==> config.mk <==
export PLATFORM = sky130hd
export DESIGN_NAME = mips_multicycle_control_flat
export DESIGN_NICKNAME = d
export VERILOG_FILES = /design/src/rtl/mips_multicycle_control_if.sv /design/src/rtl/mips_multicycle_control.sv /design/src/flat_wrapper.sv
export SDC_FILE = /design/constraint.sdc
export NUM_CORES = 1
export LEC_CHECK = 0
export ABC_AREA = 1
export CAP_MARGIN = 10
export CORE_UTILIZATION = 39
export DETAILED_ROUTE_END_ITERATION = 8
export HOLD_SLACK_MARGIN = 0.03
export PLACE_DENSITY = 0.83
export SETUP_SLACK_MARGIN = 0.5
export SLEW_MARGIN = 30
export SYNTH_ARGS = -nofsm -noshare
export SYNTH_HDL_FRONTEND = slang
export SYNTH_SLANG_ARGS = --single-unit
export TNS_END_PERCENT = 30
==> constraint.sdc <==
create_clock -name ck -period 3 [get_ports ck]
set_input_delay 0.75 -clock ck [delete_from_list [all_inputs] [get_ports ck]]
set_output_delay 0.75 -clock ck [all_outputs]
set_load 0.02 [all_outputs]
==> src/rtl/mips_multicycle_control_if.sv <==
`default_nettype none
// ============================================================================
// Module   : mips_multicycle_control_if
// Purpose  : Instruction-field inputs and control outputs exchanged between
//            the multicycle controller and the MIPS datapath.
// Revision : 1.0 - initial release
// ============================================================================
interface mips_multicycle_control_if;
    logic [5:0] Op;
    logic [5:0] Funct;
    logic       overflow;
    logic       IorD;
    logic       IRWrite;
    logic       RegDest;
    logic       MemtoReg;
    logic       RegWrite;
    logic       MemWrite;
    logic       ALUSrcA;
    logic [1:0] ALUSrcB;
    logic [2:0] ALUControl;
    logic [1:0] PCSrc;
    logic       Branch;
    logic       PCWrite;
    logic       illegal;
    logic       ovf_trap;
    logic [3:0] state;

    modport master (
        input  Op, Funct, overflow,
        output IorD, IRWrite, RegDest, MemtoReg, RegWrite, MemWrite, ALUSrcA,
               ALUSrcB, ALUControl, PCSrc, Branch, PCWrite, illegal, ovf_trap,
               state
    );

    modport slave (
        output Op, Funct, overflow,
        input  IorD, IRWrite, RegDest, MemtoReg, RegWrite, MemWrite, ALUSrcA,
               ALUSrcB, ALUControl, PCSrc, Branch, PCWrite, illegal, ovf_trap,
               state
    );
endinterface
`default_nettype wire

==> src/rtl/mips_multicycle_control.sv <==
`default_nettype none
// ============================================================================
// Module   : mips_multicycle_control
// Purpose  : Moore FSM sequencing fetch/decode/execute/memory/write-back for
//            the multicycle MIPS datapath, with overflow-suppressed write-back.
// Revision : 1.0 - initial release
// ============================================================================
module mips_multicycle_control (
    input  wire logic                       ck,
    input  wire logic                       reset,
    mips_multicycle_control_if.master       bus
);
    typedef enum logic [3:0] {
        S_FETCH   = 4'd0,
        S_DECODE  = 4'd1,
        S_MEMADR  = 4'd2,
        S_MEMRD   = 4'd3,
        S_MEMWB   = 4'd4,
        S_MEMWR   = 4'd5,
        S_EXECUTE = 4'd6,
        S_ALUWB   = 4'd7,
        S_BRANCH  = 4'd8,
        S_ADDIEX  = 4'd9,
        S_ADDIWB  = 4'd10,
        S_JUMP    = 4'd11
    } state_t;

    localparam logic [5:0] C_OP_LW   = 6'b100011;
    localparam logic [5:0] C_OP_SW   = 6'b101011;
    localparam logic [5:0] C_OP_R    = 6'b000000;
    localparam logic [5:0] C_OP_BEQ  = 6'b000100;
    localparam logic [5:0] C_OP_ADDI = 6'b001000;
    localparam logic [5:0] C_OP_J    = 6'b000010;

    state_t     r_state;
    state_t     w_next_state;
    logic       r_ovf_q;
    logic       w_ovf_d;
    logic [2:0] w_funct_ctl;
    logic       w_bad_funct;
    logic       w_signed_funct;

    always_ff @(posedge ck) begin
        if (reset) begin
            r_state <= S_FETCH;
            r_ovf_q <= 1'b0;
        end else begin
            r_state <= w_next_state;
            r_ovf_q <= w_ovf_d;
        end
    end

    always_comb begin
        w_funct_ctl    = 3'b010;
        w_bad_funct    = 1'b0;
        w_signed_funct = 1'b0;
        case (bus.Funct)
            6'b100000: w_signed_funct = 1'b1;
            6'b100010: begin
                w_funct_ctl    = 3'b110;
                w_signed_funct = 1'b1;
            end
            6'b100100: w_funct_ctl = 3'b000;
            6'b100101: w_funct_ctl = 3'b001;
            6'b101010: w_funct_ctl = 3'b111;
            default:   w_bad_funct = 1'b1;
        endcase
    end

    assign bus.state = r_state;

    always_comb begin
        w_next_state   = S_FETCH;
        w_ovf_d        = 1'b0;
        bus.IorD       = 1'b0;
        bus.IRWrite    = 1'b0;
        bus.RegDest    = 1'b0;
        bus.MemtoReg   = 1'b0;
        bus.RegWrite   = 1'b0;
        bus.MemWrite   = 1'b0;
        bus.ALUSrcA    = 1'b0;
        bus.ALUSrcB    = 2'b00;
        bus.ALUControl = 3'b000;
        bus.PCSrc      = 2'b00;
        bus.Branch     = 1'b0;
        bus.PCWrite    = 1'b0;
        bus.illegal    = 1'b0;
        bus.ovf_trap   = 1'b0;
        case (r_state)
            S_FETCH: begin
                bus.ALUSrcB    = 2'b01;
                bus.ALUControl = 3'b010;
                bus.IRWrite    = 1'b1;
                bus.PCWrite    = 1'b1;
                w_next_state   = S_DECODE;
            end
            S_DECODE: begin
                // Speculatively compute the branch target into ALUOut
                bus.ALUSrcB    = 2'b11;
                bus.ALUControl = 3'b010;
                case (bus.Op)
                    C_OP_LW, C_OP_SW: w_next_state = S_MEMADR;
                    C_OP_R:           w_next_state = S_EXECUTE;
                    C_OP_BEQ:         w_next_state = S_BRANCH;
                    C_OP_ADDI:        w_next_state = S_ADDIEX;
                    C_OP_J:           w_next_state = S_JUMP;
                    default:          bus.illegal  = 1'b1;
                endcase
            end
            S_MEMADR: begin
                bus.ALUSrcA    = 1'b1;
                bus.ALUSrcB    = 2'b10;
                bus.ALUControl = 3'b010;
                if (bus.Op == C_OP_LW)
                    w_next_state = S_MEMRD;
                else if (bus.Op == C_OP_SW)
                    w_next_state = S_MEMWR;
            end
            S_MEMRD: begin
                bus.IorD     = 1'b1;
                w_next_state = S_MEMWB;
            end
            S_MEMWB: begin
                bus.MemtoReg = 1'b1;
                bus.RegWrite = 1'b1;
            end
            S_MEMWR: begin
                bus.IorD     = 1'b1;
                bus.MemWrite = 1'b1;
            end
            S_EXECUTE: begin
                bus.ALUSrcA    = 1'b1;
                bus.ALUControl = w_funct_ctl;
                w_ovf_d        = w_signed_funct & bus.overflow;
                w_next_state   = S_ALUWB;
            end
            S_ALUWB: begin
                bus.RegDest  = 1'b1;
                bus.RegWrite = ~(r_ovf_q | w_bad_funct);
                bus.illegal  = w_bad_funct;
                bus.ovf_trap = r_ovf_q;
            end
            S_BRANCH: begin
                bus.ALUSrcA    = 1'b1;
                bus.ALUControl = 3'b110;
                bus.PCSrc      = 2'b01;
                bus.Branch     = 1'b1;
            end
            S_ADDIEX: begin
                bus.ALUSrcA    = 1'b1;
                bus.ALUSrcB    = 2'b10;
                bus.ALUControl = 3'b010;
                w_ovf_d        = bus.overflow;
                w_next_state   = S_ADDIWB;
            end
            S_ADDIWB: begin
                bus.RegWrite = ~r_ovf_q;
                bus.ovf_trap = r_ovf_q;
            end
            S_JUMP: begin
                bus.PCSrc   = 2'b10;
                bus.PCWrite = 1'b1;
            end
            default: w_next_state = S_FETCH;
        endcase
    end
endmodule
`default_nettype wire

==> src/flat_wrapper.sv <==
// flat-port wrapper written by rule: the top's interface ports become plain ports
module mips_multicycle_control_flat 
  (ck, reset, bus_Op, bus_Funct, bus_overflow, bus_IorD, bus_IRWrite, bus_RegDest, bus_MemtoReg, bus_RegWrite, bus_MemWrite, bus_ALUSrcA, bus_ALUSrcB, bus_ALUControl, bus_PCSrc, bus_Branch, bus_PCWrite, bus_illegal, bus_ovf_trap, bus_state);
  mips_multicycle_control_if bus_i ();
  input  wire logic ck;
  input  wire logic reset;
  input wire logic [$bits(bus_i.Op)-1:0] bus_Op;
  input wire logic [$bits(bus_i.Funct)-1:0] bus_Funct;
  input wire logic [$bits(bus_i.overflow)-1:0] bus_overflow;
  output wire logic [$bits(bus_i.IorD)-1:0] bus_IorD;
  output wire logic [$bits(bus_i.IRWrite)-1:0] bus_IRWrite;
  output wire logic [$bits(bus_i.RegDest)-1:0] bus_RegDest;
  output wire logic [$bits(bus_i.MemtoReg)-1:0] bus_MemtoReg;
  output wire logic [$bits(bus_i.RegWrite)-1:0] bus_RegWrite;
  output wire logic [$bits(bus_i.MemWrite)-1:0] bus_MemWrite;
  output wire logic [$bits(bus_i.ALUSrcA)-1:0] bus_ALUSrcA;
  output wire logic [$bits(bus_i.ALUSrcB)-1:0] bus_ALUSrcB;
  output wire logic [$bits(bus_i.ALUControl)-1:0] bus_ALUControl;
  output wire logic [$bits(bus_i.PCSrc)-1:0] bus_PCSrc;
  output wire logic [$bits(bus_i.Branch)-1:0] bus_Branch;
  output wire logic [$bits(bus_i.PCWrite)-1:0] bus_PCWrite;
  output wire logic [$bits(bus_i.illegal)-1:0] bus_illegal;
  output wire logic [$bits(bus_i.ovf_trap)-1:0] bus_ovf_trap;
  output wire logic [$bits(bus_i.state)-1:0] bus_state;
  assign bus_i.Op = bus_Op;
  assign bus_i.Funct = bus_Funct;
  assign bus_i.overflow = bus_overflow;
  assign bus_IorD = bus_i.IorD;
  assign bus_IRWrite = bus_i.IRWrite;
  assign bus_RegDest = bus_i.RegDest;
  assign bus_MemtoReg = bus_i.MemtoReg;
  assign bus_RegWrite = bus_i.RegWrite;
  assign bus_MemWrite = bus_i.MemWrite;
  assign bus_ALUSrcA = bus_i.ALUSrcA;
  assign bus_ALUSrcB = bus_i.ALUSrcB;
  assign bus_ALUControl = bus_i.ALUControl;
  assign bus_PCSrc = bus_i.PCSrc;
  assign bus_Branch = bus_i.Branch;
  assign bus_PCWrite = bus_i.PCWrite;
  assign bus_illegal = bus_i.illegal;
  assign bus_ovf_trap = bus_i.ovf_trap;
  assign bus_state = bus_i.state;
  mips_multicycle_control u_core (.ck(ck), .reset(reset), .bus(bus_i));
endmodule
=== Word-level counts from Yosys, hierarchy flattened ===
Cells that the tools add are included.

* Bits in registers: 5
* Output and inout port bits: 22
* Logic and storage cells: 62
* Memories kept: 0
* Latch bits: 0
* Input port bits: 15
* Memory bits (read-only): 0
* Bits in writable memories: 0

* Multiplexer cells: 23
* Equal/unequal tests: 21
* $mul: 0
* Bitwise gates (word level): 4
* Add/subtract/negate cells: 0
* Div/mod/pow operators: 0
* Shifts and indexed selects: 0
* Reduce and logical (&&, ||, !) cells: 12
* Order comparisons: 0

{| class="wikitable"
|+ Operators with widths
! cell !! number
|-
| == test 6 bit (second input constant) || 7
|-
| one-hot mux 4 bit (6 select lines) || 1
|-
| one-hot mux 4 bit (5 select lines) || 1
|-
| == test 4 x 3 -> 1 bit (second input constant) || 4
|-
| == test 4 bit (second input constant) || 4
|-
| two-way mux 1 bit || 12
|-
| one-hot mux 3 bit (4 select lines) || 1
|-
| OR reduction 2 bit || 6
|-
| one-hot mux 3 bit (3 select lines) || 1
|-
| == test 4 x 2 -> 1 bit (second input constant) || 2
|-
| OR reduction 4 bit || 2
|-
| == test 6 x 2 -> 1 bit (second input constant) || 1
|-
| == test 6 x 3 -> 1 bit (second input constant) || 1
|-
| == test 6 x 4 -> 1 bit (second input constant) || 1
|-
| zero test 6 bit || 1
|-
| one-hot mux 2 bit (3 select lines) || 1
|-
| OR reduction 6 bit || 1
|-
| OR reduction 5 bit || 1
|-
| == test 4 x 1 -> 1 bit (second input constant) || 1
|-
| zero test 4 bit || 1
|-
| two-way mux 4 bit || 1
|-
| one-hot mux 1 bit (2 select lines) || 2
|-
| one-hot mux 2 bit (2 select lines) || 1
|-
| two-way mux 3 bit || 1
|-
| 4 further kinds || 5
|}

=== Longest topological paths before layout ===
Gate-level depths: netlist (run 1).

* Depth after elaboration: 6
* Depth in mapped cells: 8
* Mapped depth without buffers: 8

=== Worst setup path before layout (run 1) ===
Ideal clock, no wire load.

* Path type: input to output
* Start: in bus_Funct[5]
* End: out bus_ALUControl[0]
* Cell stages on the path: 4
* Buffers on the path: 0
* Data required time: 2250 ps
* Data arrival time: 1614 ps
* Slack: 636 ps
* Path through: inv_1 -> nor2_1 -> nand3b_1 -> o31ai_1

* Word-level cells in the longest chain between the ends: 3
* Elaborated cells on any way between the ends: 6
* Classes of those cells: eq/ne (4); mux (2)

{| class="wikitable"
|+ RTL lines
! what !! RTL line !! RTL
|-
| start: declaration || flat_wrapper.sv:8 || <nowiki>input wire logic [$bits(bus_i.Funct)-1:0] bus_Funct;</nowiki>
|-
| == test 6 bit || mips_multicycle_control.sv:57 || <nowiki>case (bus.Funct)</nowiki>
|-
| one-hot mux 3 bit (4 select lines) * || mips_multicycle_control.sv:57 ||
|-
| one-hot mux 3 bit (3 select lines) * || mips_multicycle_control.sv:89 || <nowiki>case (r_state)</nowiki>
|-
| end: declaration || flat_wrapper.sv:18 || <nowiki>output wire logic [$bits(bus_i.ALUControl)-1:0] bus_ALUControl;</nowiki>
|}

Mark *: on every way between the ends. The rest lies on a longest branch, timed or not.

=== Final worst setup path (run 1) ===
* Start: in bus_Funct[2]
* End: out bus_ALUControl[0]

The elaborated chain is that of the path after synthesis.

==> results of run 1 <==
worst min-delay path by stage:
stage | start | to | slack (ns) | cells past startpoint
CTS | u_core.bus.state[0] | u_core.r_ovf_q | 0.68 | 2
detailed placement | u_core.bus.state[0] | u_core.r_ovf_q | 0.68 | 2
global placement | u_core.bus.state[0] | u_core.r_ovf_q | 0.67 | 2
finish | u_core.bus.state[0] | u_core.r_ovf_q | 0.58 | 2
global route | u_core.bus.state[0] | u_core.r_ovf_q | 0.63 | 2
floorplan | u_core.bus.state[0] | u_core.r_ovf_q | 0.70 | 2
per-layer routing:
layer / routed length [um] / GRT usage, % / up-vias
li1: - / - / 481
met1: 896 / 30.42 / 441
met2: 1242 / 49.06 / 45
met3: 129 / 6.087 / 6
met4: 33 / 10.32 / 0
met5: 0 / 0 / -
through the flow:
stage / power [mW] / util [%] / setup slack (ns) / area, um^2
after floorplan: 0.1129 / - / 0.6358 / 613.1
after global placement: 0.1624 / 76.65 / -0.1099 / 1060
after detailed placement: 0.1652 / 76.65 / -0.1980 / 1060
after CTS: 0.2404 / 76.83 / 0.3247 / 1062
after global routing: 0.2644 / 83.62 / 0.3863 / 1156
final: 0.2466 / 83.62 / 0.4601 / 1156
placed cells by master, fill, tap and decap left out, drive strengths merged:
cell           netlist  layout
nand4                3       3
nand3b               2       2
o21ai                2       2
o22ai                2       2
clkinv               1       1
dfxtp                5       5
buf                  0      15
o31ai                1       1
nand2               25      25
nand3               12      12
or3                  1       1
o211ai               2       2
clkdlybuf4s50        0      16
a21oi                6       6
clkdlybuf4s15        0       2
clkbuf               0       5
dlygate4sd2          0       3
nor2                36      36
dlymetal6s2s         0       9
inv                 22      22
synth_stat cells (all sizes together):
| master | n | share of area (%) |
|---|---|---|
| a21oi | 6 | 5.5 |
| o211ai | 2 | 2.4 |
| nand4 | 3 | 3.1 |
| nand2 | 25 | 15 |
| o31ai | 1 | 1.2 |
| or3 | 1 | 1.0 |
| clkinv | 1 | 0.82 |
| nor2 | 36 | 25 |
| inv | 22 | 13 |
| o22ai | 2 | 2.0 |
| nand3 | 12 | 9.8 |
| nand3b | 2 | 2.4 |
| dfxtp | 5 | 16 |
| o21ai | 2 | 1.6 |
kinds of logic (layout without fill, tap and decap cells):
logic type / after synthesis / count (layout) / share of synthesized area (%)
buf+inv: 23 / 73 / 14.29
flops: 5 / 5 / 16.33
compound gates: 13 / 13 / 12.85
simple gates: 79 / 79 / 56.53
worst max-delay path, cell delays in order:
cell and delay (ns):
dlygate4sd2_1 0.24, inv_2 0.05, nor2_1 0.08, nand3b_1 0.15
o31ai_1 0.28, buf_2 0.23
flip-flops by register name, summed over array words and instances, names as in the netlist:
register,flops
u_core.bus.state,4
u_core.r_ovf_q,1
area by class of cell:
class	instances	share of cell area [%]
tap	15	1.623
multi-input combinational	92	41.99
clock buffer	4	2.273
sequential	5	8.874
timing repair buffer	46	37.66
inverter	23	7.576
repair_timing:
| action | CTS | global route |
|---|---|---|
| pin swaps | 2 | 10 |
| resized for setup | 32 | 32 |
| endpoints found under the setup margin | 8 | 16 |
| setup buffers | 0 | 1 |
power by group:
part | internal (mW) | total (mW) | switching, mW | leakage, nW
sequential | 0.0686 | 0.0717 | 0.00308 | 0.0413
combinational | 0.0447 | 0.0975 | 0.0528 | 0.568
clock | 0.0502 | 0.0774 | 0.0271 | 0.0150
==> results.md, run 1 <==
* Status: completed
* #FFs+latches synth at 5
* Flop-to-flop setup slack at 1.70 ns
* Syn-to-layout area delta at 88.57%
* Slew Limit Headroom at 81.45%
* WP data required at 2.25 ns
* Layout cells sized above 1 at 24.12%
* Tightest hold margin at 0.5830 ns
* ANT cells at 0
* Final wirelength at 2.301 mm
* Clk_lat worst skew at 0.24 ns
* Mapped cell area at 613.1 um^2
* Critical Path Fanout Max at 4
* Nets@finish at 186
* Reg2Reg Depth at 6
* Min cycle time layout at 2.540 ns
* Worst Skew at 0.0007553 ns
* Overall Global Routing Usage at 27.13%
* Sequential area share after synthesis at 16.33%
* Initial antenna violation count at 0
* Num CTS Buffers at 3
* Die Wd at 41.65 um
* Tcrit/Tclk final at 84.66%
* Fillers at 94
* Final Hold Vio Count at 0
* Row cnt at 13
* Vias per inst at 5.259
* Die Y at 41.65 um
* Pwr/cell area at 213.3 nW/um^2
* Die area at 1735 um^2
* CTS max path bufs at 2
* Finished Layout Cells at 185
* CTS tree: yes
* RR Startpoint: u_core.bus.state[1]
* Setup crit start kind: input pin
* Register Area at 102.6 um^2
* LEAKAGE at 0.6245 nW
* GPL Wtd Cong at 0.8124
* DRT Pass-1 Iters at 4
* Mapped Nets at 135
* Cell count after placement at 180
* Vias after detailed routing at 973
* Yosys cell types at 18
* Worst-path clk slew at 0.04 ns
* Post-route ant nets at 0
* FMAX at 0.3937 GHz
* Fin. max-slew vios at 0
* Synth warn at 0
* Post-route DRC at 0
* Sink Count at 5
* Largest net degree at the start of global routing at 8
* Syn Area/Cell at 5.109 um^2
* Setup Viol. Count Final at 0
* Maximum VDD drop at 0.0001782 V
* Worst r2r dst: u_core.bus.state[1]
* Setup CP Type: in2out
* CP endpoint: bus_ALUControl[0]
* # H-tree levels at 1
* Gate count of the mapped netlist at 120
* Hold-fix buffers at CTS at 0
* Unrepaired setup endpoints after global routing: true
* Crit path DAT at 1.79 ns
* Clock root cell: clkbuf_4
* Initial core utilization at 44.34%
* Multi-input logic area at 485.5 um^2
* Avg WL per Cell at 12.44 um
* Grt total ovfl at 0
* First-pass GRT wire length at 3.677 mm
* Vias in the first global route at 864
* DRT iter0 DRCs at 29
* Critical path capture point type: primary output
* Min-delay worst type: reg2reg
* Max_cap viols at 0
* Setup TNS at 0 ns
* IO Count at 37
* Port Buffer Count at 36
* HPWL Detailed at 1.755 mm
* Crit path from: bus_Funct[2]
* Least-Margin Pin Slew at 0.2773 ns
* Core box area at 1383 um^2
Note: power is estimated with default switching activity, not from simulation.
==> run 2: changes to the inputs <==
--- a/config.mk
+++ b/config.mk
@@ -7,10 +7,10 @@
 export LEC_CHECK = 0
 export ABC_AREA = 1
 export CAP_MARGIN = 10
-export CORE_UTILIZATION = 39
+export CORE_UTILIZATION = 36
 export DETAILED_ROUTE_END_ITERATION = 8
 export HOLD_SLACK_MARGIN = 0.03
-export PLACE_DENSITY = 0.83
+export PLACE_DENSITY = 0.78
 export SETUP_SLACK_MARGIN = 0.5
 export SLEW_MARGIN = 30
 export SYNTH_ARGS = -nofsm -noshare
==> constraint.sdc (replaced) <==
create_clock -name ck -period 2.6 [get_ports ck]
set_input_delay 0.65 -clock ck [delete_from_list [all_inputs] [get_ports ck]]
set_output_delay 0.65 -clock ck [all_outputs]
set_load 0.02 [all_outputs]
==> run 2 against run 1 <==
Effect of this change:
- register-to-register slack got worse by 0.35 ns
- sequential share of layout area shrank 0.33 points
- critical endpoint is now bus_ALUSrcA
- clock-buffer cell count stayed put
- global-route usage rose by 0.77 points
- total power up 17%
- critical path depth unchanged
- sequential power is 15% higher
- routed wire length rose by 0.56%
- flip-flop and latch count unchanged
- design area is 3.9% higher
==> results.md, run 2 (synthesized netlist as in run 1, its figures left out) <==
* Final Hold Vio Count at 0
* Tcrit/Tclk final at 88.08%
* HPWL Detailed at 1.686 mm
* Vias after detailed routing at 982
* Final wirelength at 2.314 mm
* Setup Viol. Count Final at 0
* Vias in the first global route at 1011
* Critical Path Fanout Max at 5
* Avg WL per Cell at 11.63 um
* Port Buffer Count at 36
* Crit path DAT at 1.64 ns
* Row cnt at 14
* Finished Layout Cells at 199
* Slowest stage cell, crit path: dfxtp_1
* Min-delay worst type: reg2reg
* CTS tree: yes
* Die area at 1872 um^2
* Most frequent cells in the layout: buf_4, nor2_1, nand2_1, inv_1, buf_2
* LEAKAGE at 0.6557 nW
* Status: completed
* Layout cells sized above 1 at 36.07%
* First-pass GRT wire length at 3.988 mm
* Worst Skew at 0.001970 ns
* Least-Margin Pin Slew at 0.2318 ns
* FMAX at 0.4367 GHz
* Unrepaired setup endpoints after global routing: true
* CP max stage delay at 0.33 ns
* Grt total ovfl at 0
* Sink Count at 5
* Fin. max-slew vios at 0
* CTS max path bufs at 2
* Num CTS Buffers at 3
* Most common cell after layout, fill and taps aside: buf_4
* Critical path capture point type: primary output
* Initial antenna violation count at 0
* Final worst slack at 0.3099 ns
* Clock root cell: clkbuf_4
* ANT cells at 0
* Dpl ws at -0.3932 ns
* Clk_lat worst skew at 0.24 ns
* Cell count after placement at 182
* Largest register FFs at 4
* Post-route DRC at 0
* Initial core utilization at 39.77%
* # H-tree levels at 1
* GPL Wtd Cong at 0.8881
* Pwr/cell area at 239.6 nW/um^2
* Die Wd at 43.27 um
* Slew Limit Headroom at 84.52%
* Crit path top cell by count: nand2_1
* DRT Pass-1 Iters at 4
* Largest net degree at the start of global routing at 8
* IO Count at 37
* Setup crit start kind: register
* Maximum VDD drop at 0.0001425 V
* Nets@finish at 199
* Worst-path clk slew at 0.04 ns
* Cell Chain, Critical Path: inv_1 > nor2_4 > nand2_1 > nand2_1 > or3_1 > dlygate4sd2_1
* Syn-to-layout area delta at 95.92%
* Overall Global Routing Usage at 27.90%
* Post-route ant nets at 0
* Max_cap viols at 0
* Min cycle time layout at 2.290 ns
* WP data required at 1.95 ns
* Setup CP Type: reg2out
* DRT iter0 DRCs at 12
* Die Y at 43.27 um
* Vias per inst at 4.935
* Core box area at 1541 um^2
run 2: cell type report:
cell class | instances | area, um^2
Multi-Input combinational cell | 92 | 485.5
Timing Repair Buffer | 59 | 479.2
Fill cell | 131 | 340.3
Sequential cell | 5 | 102.6
Inverter | 23 | 87.58
Clock buffer | 4 | 26.28
Tap cell | 16 | 20.02
run 2: metal layers:
| metal | wire length (um) | vias up | global-route usage (%) | part of all wire [%] |
|---|---|---|---|---|
| met4 | 65 | 0 | 15.76 | 2.8 |
| li1 | - | 511 | - | - |
| met2 | 1230 | 51 | 54.03 | 53 |
| met5 | 0 | - | 0 | 0 |
| met1 | 861 | 412 | 27.51 | 37 |
| met3 | 157 | 8 | 3.404 | 6.8 |
run 2: worst paths after layout:
kind | start | end | slack [ns] | depth (start not counted)
setup / recovery | u_core.bus.state[1] | bus_ALUSrcA | 0.31 | 6
setup reg to reg | u_core.bus.state[2] | u_core.bus.state[2] | 1.35 | 8
hold / removal | u_core.bus.state[0] | u_core.r_ovf_q | 0.63 | 2
hold reg to reg | u_core.bus.state[0] | u_core.r_ovf_q | 0.63 | 2
run 2: metrics by stage:
step | total power [mW] | setup TNS, ns | cell area, um^2 | hold WS [ns] | utilization (%)
detailed placement | 0.1907 | -1.631 | 1074 | 0.6745 | 69.64
floorplan | 0.1305 | 0 | 618.1 | 0.7001 | -
finish | 0.2877 | 0 | 1201 | 0.6322 | 77.92
global placement | 0.1885 | -1.462 | 1074 | 0.6713 | 69.64
CTS | 0.2866 | 0 | 1189 | 0.6353 | 77.11
global route | 0.3024 | 0 | 1201 | 0.6646 | 77.92
run 2: critical path, delay by kind of cell (launching register included):
family                 cells  cell delay [ns]
AND/OR/NAND/NOR            4             0.59
flip-flops                 1             0.33
buffers and inverters      2             0.47
run 2: what timing repair did:
action                     4_1_cts  5_1_grt
hold buffers                     0        0
pin swaps                       17        0
setup endpoints to repair       18       20
gates resized for setup         93        5
setup buffers                   13        0
run 2: report_power, final:
part           internal (mW)  leakage [nW]  switching, mW  total, mW
registers             0.0791        0.0413        0.00327     0.0824
clock network         0.0579        0.0150         0.0303     0.0882
logic                 0.0541         0.599         0.0631      0.117
total                  0.191         0.656         0.0966      0.288
